==> config.mk <==
export PLATFORM = sky130hd
export DESIGN_NAME = pc_unit
export DESIGN_NICKNAME = d
export VERILOG_FILES = /design/src/rtl/pc_unit_pkg.sv /design/src/rtl/pc_ras.sv /design/src/rtl/pc_unit.sv
export SDC_FILE = /design/constraint.sdc
export NUM_CORES = 1
export LEC_CHECK = 0
export CAP_MARGIN = 10
export CORE_MARGIN = 4
export CORE_UTILIZATION = 45
export DETAILED_ROUTE_END_ITERATION = 16
export GPL_TIMING_DRIVEN = 1
export PLACE_DENSITY = 0.84
export REMOVE_ABC_BUFFERS = 1
export SYNTH_ARGS = -nofsm -noshare
export SYNTH_HDL_FRONTEND = slang
export SYNTH_SLANG_ARGS = --single-unit
==> constraint.sdc <==
create_clock -name clk -period 5 [get_ports clk]
set_input_delay 0.75 -clock clk [delete_from_list [all_inputs] [get_ports clk]]
set_output_delay 0.75 -clock clk [all_outputs]
set_load 0.05 [all_outputs]
==> src/rtl/pc_unit_pkg.sv <==
// pc_unit_pkg: next-PC select encoding and ras_err bit positions shared by pc_unit.
package pc_unit_pkg;
  typedef enum logic [1:0] {SEL_PEND, SEL_REDIR, SEL_RET, SEL_SEQ} sel_t;
  localparam int ERR_OVF = 0;
  localparam int ERR_UDF = 1;
endpackage

==> src/rtl/pc_ras.sv <==
// pc_ras: circular return-address stack; a push when full overwrites the oldest entry.
module pc_ras #(
  parameter int W     = 18,
  parameter int DEPTH = 4
) (
  input  logic         clk,
  input  logic         rst,
  input  logic         push,
  input  logic         pop,
  input  logic [W-1:0] push_data,
  output logic [W-1:0] top,
  output logic         empty,
  output logic         full,
  output logic         overflow,
  output logic         underflow
);
  localparam int PW = $clog2(DEPTH);
  logic [W-1:0] mem [DEPTH];
  logic [PW-1:0] wp;
  logic [PW:0] cnt;
  logic do_pop;
  assign empty     = cnt == '0;
  assign full      = cnt == (PW+1)'(DEPTH);
  assign do_pop    = pop & ~push & ~empty;
  assign top       = mem[wp - PW'(1)];
  assign overflow  = push & full;
  assign underflow = pop & ~push & empty;
  // When full, wp already points at the oldest slot, so wrapping overwrites it.
  always_ff @(negedge clk or posedge rst) begin
    if (rst) begin
      wp  <= '0;
      cnt <= '0;
    end else if (push) begin
      wp  <= wp + PW'(1);
      cnt <= full ? cnt : cnt + 1'b1;
    end else if (do_pop) begin
      wp  <= wp - PW'(1);
      cnt <= cnt - 1'b1;
    end
  end
  always_ff @(negedge clk) begin
    if (push) mem[wp] <= push_data;
  end
endmodule

==> src/rtl/pc_unit.sv <==
// pc_unit: falling-edge program counter with stall, pending redirect and optional RAS.
// Define PC_UNIT_RAS_EN to build the return-address stack (call/ret support).
module pc_unit
  import pc_unit_pkg::*;
#(
  parameter int          ADDR_W    = 18,
  parameter int          STEP      = 1,
  parameter logic [ADDR_W-1:0] RESET_VEC = '0,
  parameter int          RAS_DEPTH = 4
) (
  input  logic              clk,
  input  logic              rst,
  input  logic              pc_write,
  input  logic              redirect_valid,
  input  logic [ADDR_W-1:0] redirect_target,
  input  logic              call,
  input  logic              ret,
  output logic [ADDR_W-1:0] pc_out,
  output logic              ras_empty,
  output logic              ras_full,
  output logic [1:0]        ras_err
);
  logic [ADDR_W-1:0] seq, pend_tgt, ras_top, next_pc;
  logic pend, push, pop, ret_hit, ovf, udf;
  sel_t sel;
  assign seq  = pc_out + ADDR_W'(STEP);
  assign push = pc_write & redirect_valid & call;
  assign pop  = pc_write & ret & ~redirect_valid;
`ifdef PC_UNIT_RAS_EN
  pc_ras #(.W(ADDR_W), .DEPTH(RAS_DEPTH)) u_ras (
    .clk       (clk),
    .rst       (rst),
    .push      (push),
    .pop       (pop),
    .push_data (seq),
    .top       (ras_top),
    .empty     (ras_empty),
    .full      (ras_full),
    .overflow  (ovf),
    .underflow (udf)
  );
`else
  assign ras_top   = '0;
  assign ras_empty = 1'b1;
  assign ras_full  = 1'b0;
  assign ovf       = push & ras_full;
  assign udf       = pop & ras_full;
`endif
  assign ret_hit = pop & ~ras_empty;
  // A live redirect wins over a pending one and retires it on the same edge.
  always_comb begin
    sel     = redirect_valid ? SEL_REDIR : pend ? SEL_PEND : ret_hit ? SEL_RET : SEL_SEQ;
    next_pc = sel == SEL_REDIR ? redirect_target :
              sel == SEL_PEND  ? pend_tgt :
              sel == SEL_RET   ? ras_top : seq;
  end
  always_ff @(negedge clk or posedge rst) begin
    if (rst) begin
      pc_out   <= RESET_VEC;
      pend     <= 1'b0;
      pend_tgt <= '0;
      ras_err  <= '0;
    end else begin
      if (pc_write) pc_out <= next_pc;
      if (!pc_write && redirect_valid) begin
        pend     <= 1'b1;
        pend_tgt <= redirect_target;
      end else if (pc_write) begin
        pend <= 1'b0;
      end
      if (ovf) ras_err[ERR_OVF] <= 1'b1;
      if (udf) ras_err[ERR_UDF] <= 1'b1;
    end
  end
endmodule

Word level (Yosys, flattened, before mapping)
Index checks and enable logic that the tools add are counted.

word-level totals
  bits in registers = 37
  output and inout port bits = 22

operators by class
  $add $sub $neg = 1
  equality and inequality tests = 2
  mux-type cells = 7
  reductions and logical operators = 4

operators with widths
  operator                                                         count
  18-bit two-way mux                                               3
  18-bit by 1-bit adder with 18-bit output, second input constant  1
  2-bit two-way mux                                                2
  2-bit by 1-bit == test with 1-bit output, second input constant  1
  2-bit == test, second input constant                             1
  2-bit logical NOT                                                1
  1-bit two-way mux                                                2
  2-bit nonzero test                                               1
  1-bit logical AND                                                1
  1-bit logical NOT                                                1

Depth between registers and ports, before layout
Gate-level depths: netlist (run 1).

  word-level depth = 6
  mapped depth = 7
  gate-level depth less buffers = 5

==> reports/results.md, run 1 <==
| Stage | Item | This run |
|---|---|---|
| worst setup path | Worst-path cell with the longest stage delay | clkdlybuf4s50_1 |
| sta | Unrepaired setup endpoints after global routing | false |
| die | Number of I/O pins | 46 |
| worst setup path | Capturing element of the worst setup path | pc_out[3] |
| worst setup path | Worst-path cell chain | clkdlybuf4s50_1 |
| clocking | Clock sink total | 37 |
| die | Effective utilization at floorplan | 0.4712 |
| flow run | Number of maximum-capacitance constraint violations | 0 |
| run status | Result of the run | finished clean |
| placement | Dpl ws | 0.1388 ns |
| synthesis | Predominant post-synthesis flop cell | dfrtn_1 |
| detailed routing | Number of antenna-violating nets in the routed design | 0 |
| clocking | Maximum level of the CTS H-tree | 2 |
| placement | HPWL after DPL | 3494 um |
| power and ir drop | Peak ir drop on the vdd network | 0.1701 mV |
| sta | Slew at the pin closest to its max-slew limit | 0.6319 ns |
| worst setup path | Peak fanout along the critical path | 8 |
| synthesis | Cell area after technology mapping | 2066 sq um |
| power and ir drop | Gate power share | 0.321 |
| synthesis | Share of the synthesized area in the top cell type | 0.4482 |
| global route | Number of global-route vias before repair | 1705 |
| worst setup path | R2r setup slk | 2.95 ns |
| sta | Worst setup slack after layout | 0.06440 ns |
| clocking | Clock tree from TritonCTS | yes |
| power and ir drop | Switching power as a share of total power | 0.3608 |
| worst setup path | Startpoint of the most critical setup path | pc_out[3] |
| worst setup path | Critical path's largest stage delay | 0.85 ns |
| worst setup path | Worst setup path category | register to output port |
| detailed routing | Sum of routed wire length over all layers | 4780 um |
| placement | # port buffers | 39 |
| power and ir drop | Internal power | 565.2 uW |
| placement | Global placer's final weighted congestion | 0.9094 |
| final layout | Layout Area Growth over Synthesis | 26.29% |
| sta | Final-report setup violation count | 0 |
| power and ir drop | Share of total power in the clock network | 0.227 |
| detailed routing | Length of the first detailed-routing pass in iterations | 4 |
| clocking | Hold buffer count at CTS | 0 |
| worst setup path | CP Depth | 1 |
| synthesis | Yosys warnings | 0 |
| clocking | CTS buffer count | 5 |
| synthesis | Post-synth cell types | 42 |
| worst setup path | Data required time at the worst endpoint | 4.25 ns |
| power and ir drop | Pwr per Cell Area | 339.0 nW/um^2 |
| worst setup path | Depth of the worst register-to-register path | 5 |
| die | Die width | 75.76 um |
| final layout | Share of cells above drive strength 1 | 0.1600 |
| detailed routing | Vias after detailed routing | 1802 |
| power and ir drop | Leakage power | 1.067 nW |
| worst setup path | WP buf/inv | 1 |
| die | Die Y-Extent | 75.76 um |
| synthesis | Post-synth EDFFs | 0 |
| final layout | Most used cells in the layout excluding fill and tap cells | clkdlybuf4s50_1, dfrtn_1, mux2_2, nand2_1, o21ai_0 |
| final layout | Post-layout nets | 274 |
| die | Die Footprint | 5739 sq um |
| global route | GRT overflow | 0 |
| clocking | Reg clk slew, reported paths | 0.05 ns |
| global route | Initial antenna violation count | 0 |
| worst hold path | HP Class | register to register |
| global route | Largest net degree at the start of global routing | 38 |
| die | Core outline area | 4384 sq um |
| synthesis | Cells after synthesis | 208 |
| sta | Number of hold-slack violations in the final timing report | 0 |
| synthesis | Synth area leaders | dfrtn_1, mux2_2, o21ai_0, a22o_1, nand2_1 |
| worst setup path | CP Launch Type | register |
| clocking | Clock latency on the worst-skew pair | 0.30 ns |
| sta | Setup TNS | 0 ns |
| detailed routing | Starting DRT DRC Count | 182 |
| detailed routing | Wire per inst | 15.83 um |
| worst setup path | Data arrival time of the critical path | 4.19 ns |
| synthesis | Share of async-settable or async-resettable flops after synthesis | 1.000 |
| final layout | N_diodes | 0 |
| sta | Slew Limit Fails | 0 |
| worst setup path | Largest delay contributor family on the critical path | buffers and inverters |
| clocking | Deepest clock path buffer count | 2 |
| detailed routing | Routed via count divided by cell count | 5.967 |
| power and ir drop | Flop pwr share | 0.452 |
| detailed routing | Total DRC errors in the routed layout | 0 |
| global route | Total track usage | 0.1891 |
| worst setup path | Launch point of the worst reg-to-reg path | pc_out[0] |
| global route | First-pass GRT wire length | 8135 um |
| synthesis | Register area share after synthesis | 0.4482 |
| synthesis | Cell type with the largest total area after synthesis | dfrtn_1 |
| clocking | Root buffer cell | clkbuf_8 |
| sta | Clock skew | 0.002059 ns |
| die | Total number of placement rows | 24 |
| synthesis | Mean instance size in the synthesized netlist | 9.931 sq um |
| power and ir drop | Net switching power | 319.0 uW |
| worst setup path | Worst R2R End | pc_out[16] |
| worst setup path | CP Capture Type | output port |
| sta | Max-Slew Margin vs Limit | 0.5772 |
| synthesis | Number of storage elements in the synthesis netlist | 37 |
[power by group through the flow]
stage	logic (mW)	clock network (mW)	registers [mW]
floorplan	0.101	0	0.476
global placement	0.279	0	0.402
detailed placement	0.285	0	0.404
CTS	0.286	0.206	0.399
global route	0.308	0.220	0.408
finish	0.284	0.200	0.400
[logic make-up (layout without fill, tap and decap cells)]
| kind of cell | Yosys count | in the layout | share of synthesized area |
|---|---|---|---|
| buffers and inverters | 24 | 64 | 0.05693 |
| flip-flops | 37 | 37 | 0.4482 |
| other | 2 | 4 | 0.003636 |
| AND/OR/NAND/NOR | 58 | 58 | 0.1484 |
| adder cells (fa/ha/maj) | 1 | 1 | 0.006056 |
| AO/OA/AOI/OAI | 63 | 63 | 0.2138 |
| multiplexers | 23 | 23 | 0.1230 |
[per-layer routing]
metal | share of wire | track usage
met5 | 0 | 0
met4 | 0.016 | 0.06602
met3 | 0.068 | 0.05145
met2 | 0.47 | 0.2890
met1 | 0.45 | 0.2581
[worst min-delay path by stage]
stage	start	to	slack, ns	depth (start not counted)
6_report	pend_tgt[3]	pend_tgt[3]	0.45	1
5_1_grt	pend_tgt[6]	pend_tgt[6]	0.47	1
4_1_cts	pend_tgt[13]	pend_tgt[13]	0.46	1
3_5_place_dp	pend_tgt[13]	pend_tgt[13]	0.46	1
3_3_place_gp	pend_tgt[1]	pend_tgt[1]	0.45	1
2_1_floorplan	pend_tgt[1]	pend_tgt[1]	0.44	1
[area by class of cell]
| cell class | count | area, sq um |
|---|---|---|
| Fill cell | 387 | 1775 |
| Multi-Input combinational cell | 149 | 1030 |
| Sequential cell | 37 | 925.9 |
| Timing Repair Buffer | 50 | 485.5 |
| Clock buffer | 8 | 80.08 |
| Tap cell | 52 | 65.06 |
| Inverter | 6 | 22.52 |
[cell usage after synthesis, types with 2 or more instances]
master,n
nand2_1,17
a31oi_1,3
mux2_2,19
and4_4,2
a221oi_1,3
nor2_1,6
conb_1,2
nand3_1,8
buf_2,7
dfrtn_1,37
buf_4,5
a22oi_1,6
mux2i_1,4
clkbuf_1,4
a21o_1,3
a22o_1,9
nor3_1,5
and4_1,2
o41ai_1,2
nand4_1,6
buf_1,2
o21ai_0,16
o31ai_1,4
inv_1,6
nor2b_1,3
nor4_1,5
a21oi_1,7
[through the flow]
| stage | hold WS, ns | power (mW) | util | cells | cell area (sq um) |
|---|---|---|---|---|---|
| 6_report | 0.4515 | 0.8842 | 0.5950 | 302 | 2609 |
| 5_1_grt | 0.4657 | 0.9352 | 0.5950 | 302 | 2609 |
| 4_1_cts | 0.4560 | 0.8916 | 0.5945 | 302 | 2606 |
| 3_5_place_dp | 0.4561 | 0.6890 | 0.5762 | 294 | 2526 |
| 3_3_place_gp | 0.4497 | 0.6811 | 0.5762 | 294 | 2526 |
| 2_1_floorplan | 0.4409 | 0.5774 | - | 192 | 1978 |
[state kept, by name (all words and copies together), names as in the netlist]
register  cells
pend          1
pc_out       18
pend_tgt     18
[timing repair]
item | 4_1_cts | 5_1_grt
endpoints found under the setup margin | 0 | 1
resized for setup | 0 | 1
hold endpoints to repair | 0 | 0
setup buffers | 0 | 0
Note: power is estimated with default switching activity, not from simulation.
==> inputs of run 2 (changes only) <==
Settings changed: CORE_UTILIZATION 45 to 54, PLACE_DENSITY 0.84 to 0.95.
==> reports/results.md, run 2 (synthesized netlist as in run 1, its figures left out) <==
| Stage | Item | This run | Delta |
|---|---|---|---|
| detailed routing | Routed via count divided by cell count | 6.208 | was 5.967 |
| die | Die width | 69.85 um | was 75.76 um |
| power and ir drop | Share of total power in the clock network | 0.236 | was 0.227 |
| worst setup path | CP Launch Type | register | unchanged |
| final layout | Core Util, Final | 0.7049 | was 0.5950 |
| power and ir drop | Switching power as a share of total power | 0.3618 | was 0.3608 |
| global route | Initial antenna violation count | 0 | unchanged |
| placement | HPWL after DPL | 3622 um | was 3494 um |
| detailed routing | Sum of routed wire length over all layers | 5074 um | was 4780 um |
| final layout | Layout Area Growth over Synthesis | 25.86% | was 26.29% |
| detailed routing | Number of antenna-violating nets in the routed design | 0 | unchanged |
| clocking | Post_cts resized | 0 | unchanged |
| final layout | Post-layout nets | 275 | was 274 |
| die | Effective utilization at floorplan | 0.5600 | was 0.4712 |
| sta | Number of hold-slack violations in the final timing report | 0 | unchanged |
| worst setup path | Data required time at the worst endpoint | 4.25 ns | about the same |
| clocking | Hold buffer count at CTS | 0 | unchanged |
| clocking | Clock sink total | 37 | unchanged |
| die | Die Footprint | 4879 sq um | was 5739 sq um |
| global route | First-pass GRT wire length | 8183 um | was 8135 um |
| clocking | Setup Buffers After CTS | 0 | unchanged |
| worst setup path | Worst-path cell with the longest stage delay | clkdlybuf4s50_1 | unchanged |
| worst setup path | Largest delay contributor family on the critical path | buffers and inverters | unchanged |
| power and ir drop | Internal power | 574.8 uW | was 565.2 uW |
| worst setup path | WP buf/inv | 1 | unchanged |
| clocking | Clock latency on the worst-skew pair | 0.30 ns | about the same |
| power and ir drop | Pwr per Cell Area | 346.4 nW/um^2 | was 339.0 nW/um^2 |
| power and ir drop | Leakage power | 1.063 nW | was 1.067 nW |
| clocking | Clock tree from TritonCTS | yes | unchanged |
| detailed routing | Wire per inst | 17.03 um | was 15.83 um |
| worst setup path | Data arrival time of the critical path | 4.20 ns | was 4.19 ns |
| sta | Slew at the pin closest to its max-slew limit | 0.5426 ns | was 0.6319 ns |
| worst setup path | Worst-path cell chain | clkdlybuf4s50_1 | unchanged |
| sta | Slew Limit Fails | 0 | unchanged |
| worst setup path | Peak fanout along the critical path | 8 | unchanged |
| detailed routing | Length of the first detailed-routing pass in iterations | 4 | unchanged |
| worst setup path | Worst setup path category | register to output port | unchanged |
| clocking | Maximum level of the CTS H-tree | 2 | unchanged |
| global route | Number of global-route vias before repair | 1738 | was 1705 |
| global route | Largest net degree at the start of global routing | 38 | unchanged |
| sta | Max-Slew Margin vs Limit | 0.6371 | was 0.5772 |
| worst setup path | Critical path's largest stage delay | 0.86 ns | was 0.85 ns |
| clocking | Reg clk slew, reported paths | 0.05 ns | about the same |
| detailed routing | Total DRC errors in the routed layout | 0 | unchanged |
| final layout | Filler cell count | 306 | was 387 |
| die | Total number of placement rows | 22 | was 24 |
| clocking | Root buffer cell | clkbuf_8 | unchanged |
| clocking | Deepest clock path buffer count | 2 | unchanged |
| clocking | CTS buffer count | 5 | unchanged |
| power and ir drop | Net switching power | 325.9 uW | was 319.0 uW |
| sta | Clock skew | 0.004340 ns | was 0.002059 ns |
| placement | Global placer's final weighted congestion | 0.9128 | was 0.9094 |
| global route | GRT overflow | 0 | unchanged |
| run status | Result of the run | finished clean | unchanged |
| power and ir drop | Peak ir drop on the vdd network | 0.1957 mV | was 0.1701 mV |
| final layout | Area of the multi-input gates | 1030 sq um | unchanged |
| die | Number of I/O pins | 46 | unchanged |
| power and ir drop | Post-route total power | 900.7 uW | was 884.2 uW |
| final layout | Share of cells above drive strength 1 | 0.1720 | was 0.1600 |
| power and ir drop | Gate power share | 0.317 | was 0.321 |
| sta | Unrepaired setup endpoints after global routing | false | unchanged |
| final layout | N_diodes | 0 | unchanged |
| sta | Setup TNS | 0 ns | unchanged |
| placement | # port buffers | 39 | unchanged |
| worst hold path | HP Class | register to register | unchanged |
| die | Die Y-Extent | 69.85 um | was 75.76 um |
| detailed routing | Starting DRT DRC Count | 188 | was 182 |
| detailed routing | Vias after detailed routing | 1850 | was 1802 |
| final layout | Top Registers | pc_out x18, pend_tgt x18, pend x1 | unchanged |
| final layout | Sequential Area | 925.9 sq um | unchanged |
| flow run | Number of maximum-capacitance constraint violations | 0 | unchanged |
| final layout | Most used cells in the layout excluding fill and tap cells | clkdlybuf4s50_1, dfrtn_1, mux2_2, nand2_1, o21ai_0 | unchanged |
| power and ir drop | Flop pwr share | 0.447 | was 0.452 |
| sta | Final-report setup violation count | 0 | unchanged |
| die | Core outline area | 3689 sq um | was 4384 sq um |
| worst setup path | CP Capture Type | output port | unchanged |
| global route | Total track usage | 0.2092 | was 0.1891 |
run 2: changes by cell type in the layout (fill, tap and decap cells not counted):
| cell | change |
|---|---|
| buf_12 | -1 |
| buf_4 | +3 |
| clkbuf_1 | -2 |
| clkbuf_8 | +1 |
| dlymetal6s2s_1 | -1 |
run 2: per-stage QoR:
| stage | area (sq um) | cells | hold WS [ns] | setup slack, ns |
|---|---|---|---|---|
| finish | 2600 | 298 | 0.4558 | 0.04649 |
| CTS | 2600 | 298 | 0.4568 | 0.05050 |
| global route | 2600 | 298 | 0.4604 | 0.01298 |
| floorplan | 1978 | 192 | 0.4409 | 0.3371 |
| detailed placement | 2514 | 291 | 0.4570 | 0.1058 |
| global placement | 2514 | 291 | 0.4502 | 0.1453 |
run 2: final timing paths:
check	startpoint	endpoint	slack [ns]	cells past startpoint
setup / recovery	pc_out[3]	pc_out[3]	0.05	1
hold / removal	pend_tgt[8]	pend_tgt[8]	0.46	1
setup reg to reg	pc_out[0]	pc_out[16]	2.94	5
hold reg to reg	pend_tgt[8]	pend_tgt[8]	0.46	1
max in group asynchronous	rst	pc_out[9]	1.39	3
min in group asynchronous	rst	pend_tgt[8]	3.25	3
run 2: worst reg2reg max path: stages, from the launching register on:
cell	delay [ns]
dfrtn_1	0.54
ha_1	0.29
nand4_1	0.27
nor4_1	0.43
mux2i_1	0.12
a211o_1	0.27
run 2: cell type report:
type,count,area share
well taps,48,0.02310
flip-flops and latches,37,0.3561
inverters,6,0.008662
multi-input cells,149,0.3961
repair buffers,51,0.1829
clock buffers,7,0.03321
run 2: power by group through the flow:
| stage | clock network, mW | registers (mW) | logic (mW) |
|---|---|---|---|
| floorplan | 0 | 0.476 | 0.101 |
| global placement | 0 | 0.401 | 0.278 |
| detailed placement | 0 | 0.405 | 0.286 |
| CTS | 0.216 | 0.401 | 0.287 |
| global route | 0.230 | 0.408 | 0.303 |
| finish | 0.212 | 0.403 | 0.286 |
run 2: metal layers:
metal / global-route usage / vias to the layer above / share of wire
met2: 0.3484 / 77 / 0.50
met5: 0 / - / 0
met4: 0.07234 / 0 / 0.012
li1: - / 864 / -
met1: 0.2618 / 901 / 0.41
met3: 0.05612 / 8 / 0.076
==> inputs of run 3 (changes only) <==
Settings changed: CORE_UTILIZATION 54 to 45, GPL_TIMING_DRIVEN 1 to not set, PLACE_DENSITY 0.95 to 0.86, REMOVE_ABC_BUFFERS 1 to not set.
Clock period 5 ns to 4.3 ns, I/O delays scaled along.
==> reports/results.md, run 3 (synthesized netlist as in run 1, its figures left out) <==
| Stage | Item | This run | Delta |
|---|---|---|---|
| power and ir drop | Pwr per Cell Area | 399.8 nW/um^2 | was 346.4 nW/um^2 |
| worst setup path | CP Launch Type | primary input | was register |
| clocking | Root buffer cell | clkbuf_8 | unchanged |
| run status | Result of the run | finished clean | unchanged |
| worst setup path | Data arrival time of the critical path | 2.12 ns | was 4.20 ns |
| worst setup path | Peak fanout along the critical path | 14 | was 8 |
| sta | Unrepaired setup endpoints after global routing | false | unchanged |
| sta | Clock skew | 0.004386 ns | was 0.004340 ns |
| final layout | Most common library cell in the layout ignoring fill and taps | dfrtn_1 |  |
| final layout | Top Registers | pc_out x18, pend_tgt x18, pend x1 | unchanged |
| global route | First-pass GRT wire length | 8694 um | was 8183 um |
| detailed routing | Wire per inst | 17.26 um | was 17.03 um |
| sta | Number of hold-slack violations in the final timing report | 0 | unchanged |
| final layout | Final std cell area, no fill | 2603 sq um | was 2600 sq um |
| detailed routing | Length of the first detailed-routing pass in iterations | 5 | was 4 |
| power and ir drop | Post-route total power | 1.040 mW | was 900.7 uW |
| die | Number of I/O pins | 46 | unchanged |
| sta | Worst setup slack after layout | 0.1716 ns | was 0.04649 ns |
| global route | Largest net degree at the start of global routing | 38 | unchanged |
| die | Core outline area | 4384 sq um | was 3689 sq um |
| clocking | Clock sink total | 37 | unchanged |
| final layout | N_diodes | 0 | unchanged |
| die | Effective utilization at floorplan | 0.4712 | was 0.5600 |
| clocking | Setup Buffers After CTS | 0 | unchanged |
| detailed routing | Starting DRT DRC Count | 263 | was 188 |
| detailed routing | Vias after detailed routing | 1917 | was 1850 |
| detailed routing | Total DRC errors in the routed layout | 0 | unchanged |
| sta | Slew Limit Fails | 0 | unchanged |
| power and ir drop | Peak ir drop on the vdd network | 0.1923 mV | was 0.1957 mV |
| clocking | Maximum level of the CTS H-tree | 2 | unchanged |
| sta | Final-report setup violation count | 0 | unchanged |
| clocking | Deepest clock path buffer count | 2 | unchanged |
| global route | GRT overflow | 0 | unchanged |
| final layout | Share of cells above drive strength 1 | 0.2510 | was 0.1720 |
| placement | Global placer's final weighted congestion | 0.9269 | was 0.9128 |
| placement | # port buffers | 39 | unchanged |
| worst setup path | CP Capture Type | register | was output port |
| worst setup path | Worst setup path category | primary input to register | was register to output port |
| die | Die Y-Extent | 75.76 um | was 69.85 um |
| clocking | Hold buffer count at CTS | 0 | unchanged |
| worst setup path | Data required time at the worst endpoint | 2.29 ns | was 4.25 ns |
| placement | Placed instance area | 2516 sq um | was 2514 sq um |
| clocking | CTS buffer count | 5 | unchanged |
| die | Die Footprint | 5739 sq um | was 4879 sq um |
| clocking | Post_cts resized | 0 | unchanged |
| final layout | Most used cells in the layout excluding fill and tap cells | dfrtn_1, buf_4, clkdlybuf4s50_1, mux2_2, nand2_1 | was clkdlybuf4s50_1, dfrtn_1, mux2_2, nand2_1, o21ai_0 |
| detailed routing | Number of antenna-violating nets in the routed design | 0 | unchanged |
| global route | Initial antenna violation count | 0 | unchanged |
| clocking | Reg clk slew, reported paths | 0.05 ns | about the same |
| clocking | Clock latency on the worst-skew pair | 0.29 ns | was 0.30 ns |
| die | Die width | 75.76 um | was 69.85 um |
| final layout | Post-layout nets | 280 | was 275 |
| worst hold path | HP Class | register to register | unchanged |
| global route | Total track usage | 0.2005 | was 0.2092 |
| detailed routing | Sum of routed wire length over all layers | 5299 um | was 5074 um |
| placement | HPWL after DPL | 3794 um | was 3622 um |
| placement | Dpl ws | -0.1251 ns | was 0.1058 ns |
| global route | Number of global-route vias before repair | 1816 | was 1738 |
| die | Total number of placement rows | 24 | was 22 |
| power and ir drop | Leakage power | 1.106 nW | was 1.063 nW |
| worst setup path | R2r setup slk | 2.19 ns | was 2.94 ns |
| clocking | Clock tree from TritonCTS | yes | unchanged |
| final layout | Layout Area Growth over Synthesis | 25.98% | was 25.86% |
| flow run | Number of maximum-capacitance constraint violations | 0 | unchanged |
| detailed routing | Routed via count divided by cell count | 6.244 | was 6.208 |
-- run 3: final timing paths --
check                      cells after the start            to      startpoint
max reg2reg                                    5    pc_out[16]       pc_out[0]
min in group asynchronous                      3     pc_out[9]             rst
max                                            7    pc_out[16]  redirect_valid
max in group asynchronous                      3   pend_tgt[2]             rst
min reg2reg                                    1  pend_tgt[15]    pend_tgt[15]
min                                            1  pend_tgt[15]    pend_tgt[15]
-- run 3: layout make-up --
type                       instances  area, sq um
timing repair buffer              56        473.0
inverter                           6        22.52
multi-input combinational        149         1030
clock buffer                       7        86.33
fill                             376         1782
sequential                        37        925.9
tap                               52        65.06
-- run 3: layer usage --
layer,part of all wire,GRT usage
met5,0,0
met4,0.015,0.05631
met3,0.075,0.04617
met2,0.50,0.3251
met1,0.41,0.2682
-- run 3: power breakdown --
part / leakage, nW / internal (mW) / switching (mW) / total, mW
Clock: 0.0443 / 0.127 / 0.117 / 0.244
Sequential: 0.444 / 0.406 / 0.0655 / 0.472
Combinational: 0.618 / 0.128 / 0.196 / 0.324
-- run 3: metrics by stage --
stage,util,hold WS (ns),setup TNS [ns],cells
floorplan,-,0.4409,0,210
finish,0.5936,0.4526,0,307
detailed placement,0.5739,0.4566,-1.474,300
global route,0.5936,0.4720,0,307
CTS,0.5936,0.4566,0,307
global placement,0.5739,0.4494,-1.567,300
-- run 3: worst max-delay path: stages --
cell and delay (ns):
clkdlybuf4s50_1 0.57, buf_4 0.24, nor2_1 0.10, buf_4 0.17, nand2_1 0.06, mux2i_1 0.06, a211o_1 0.27
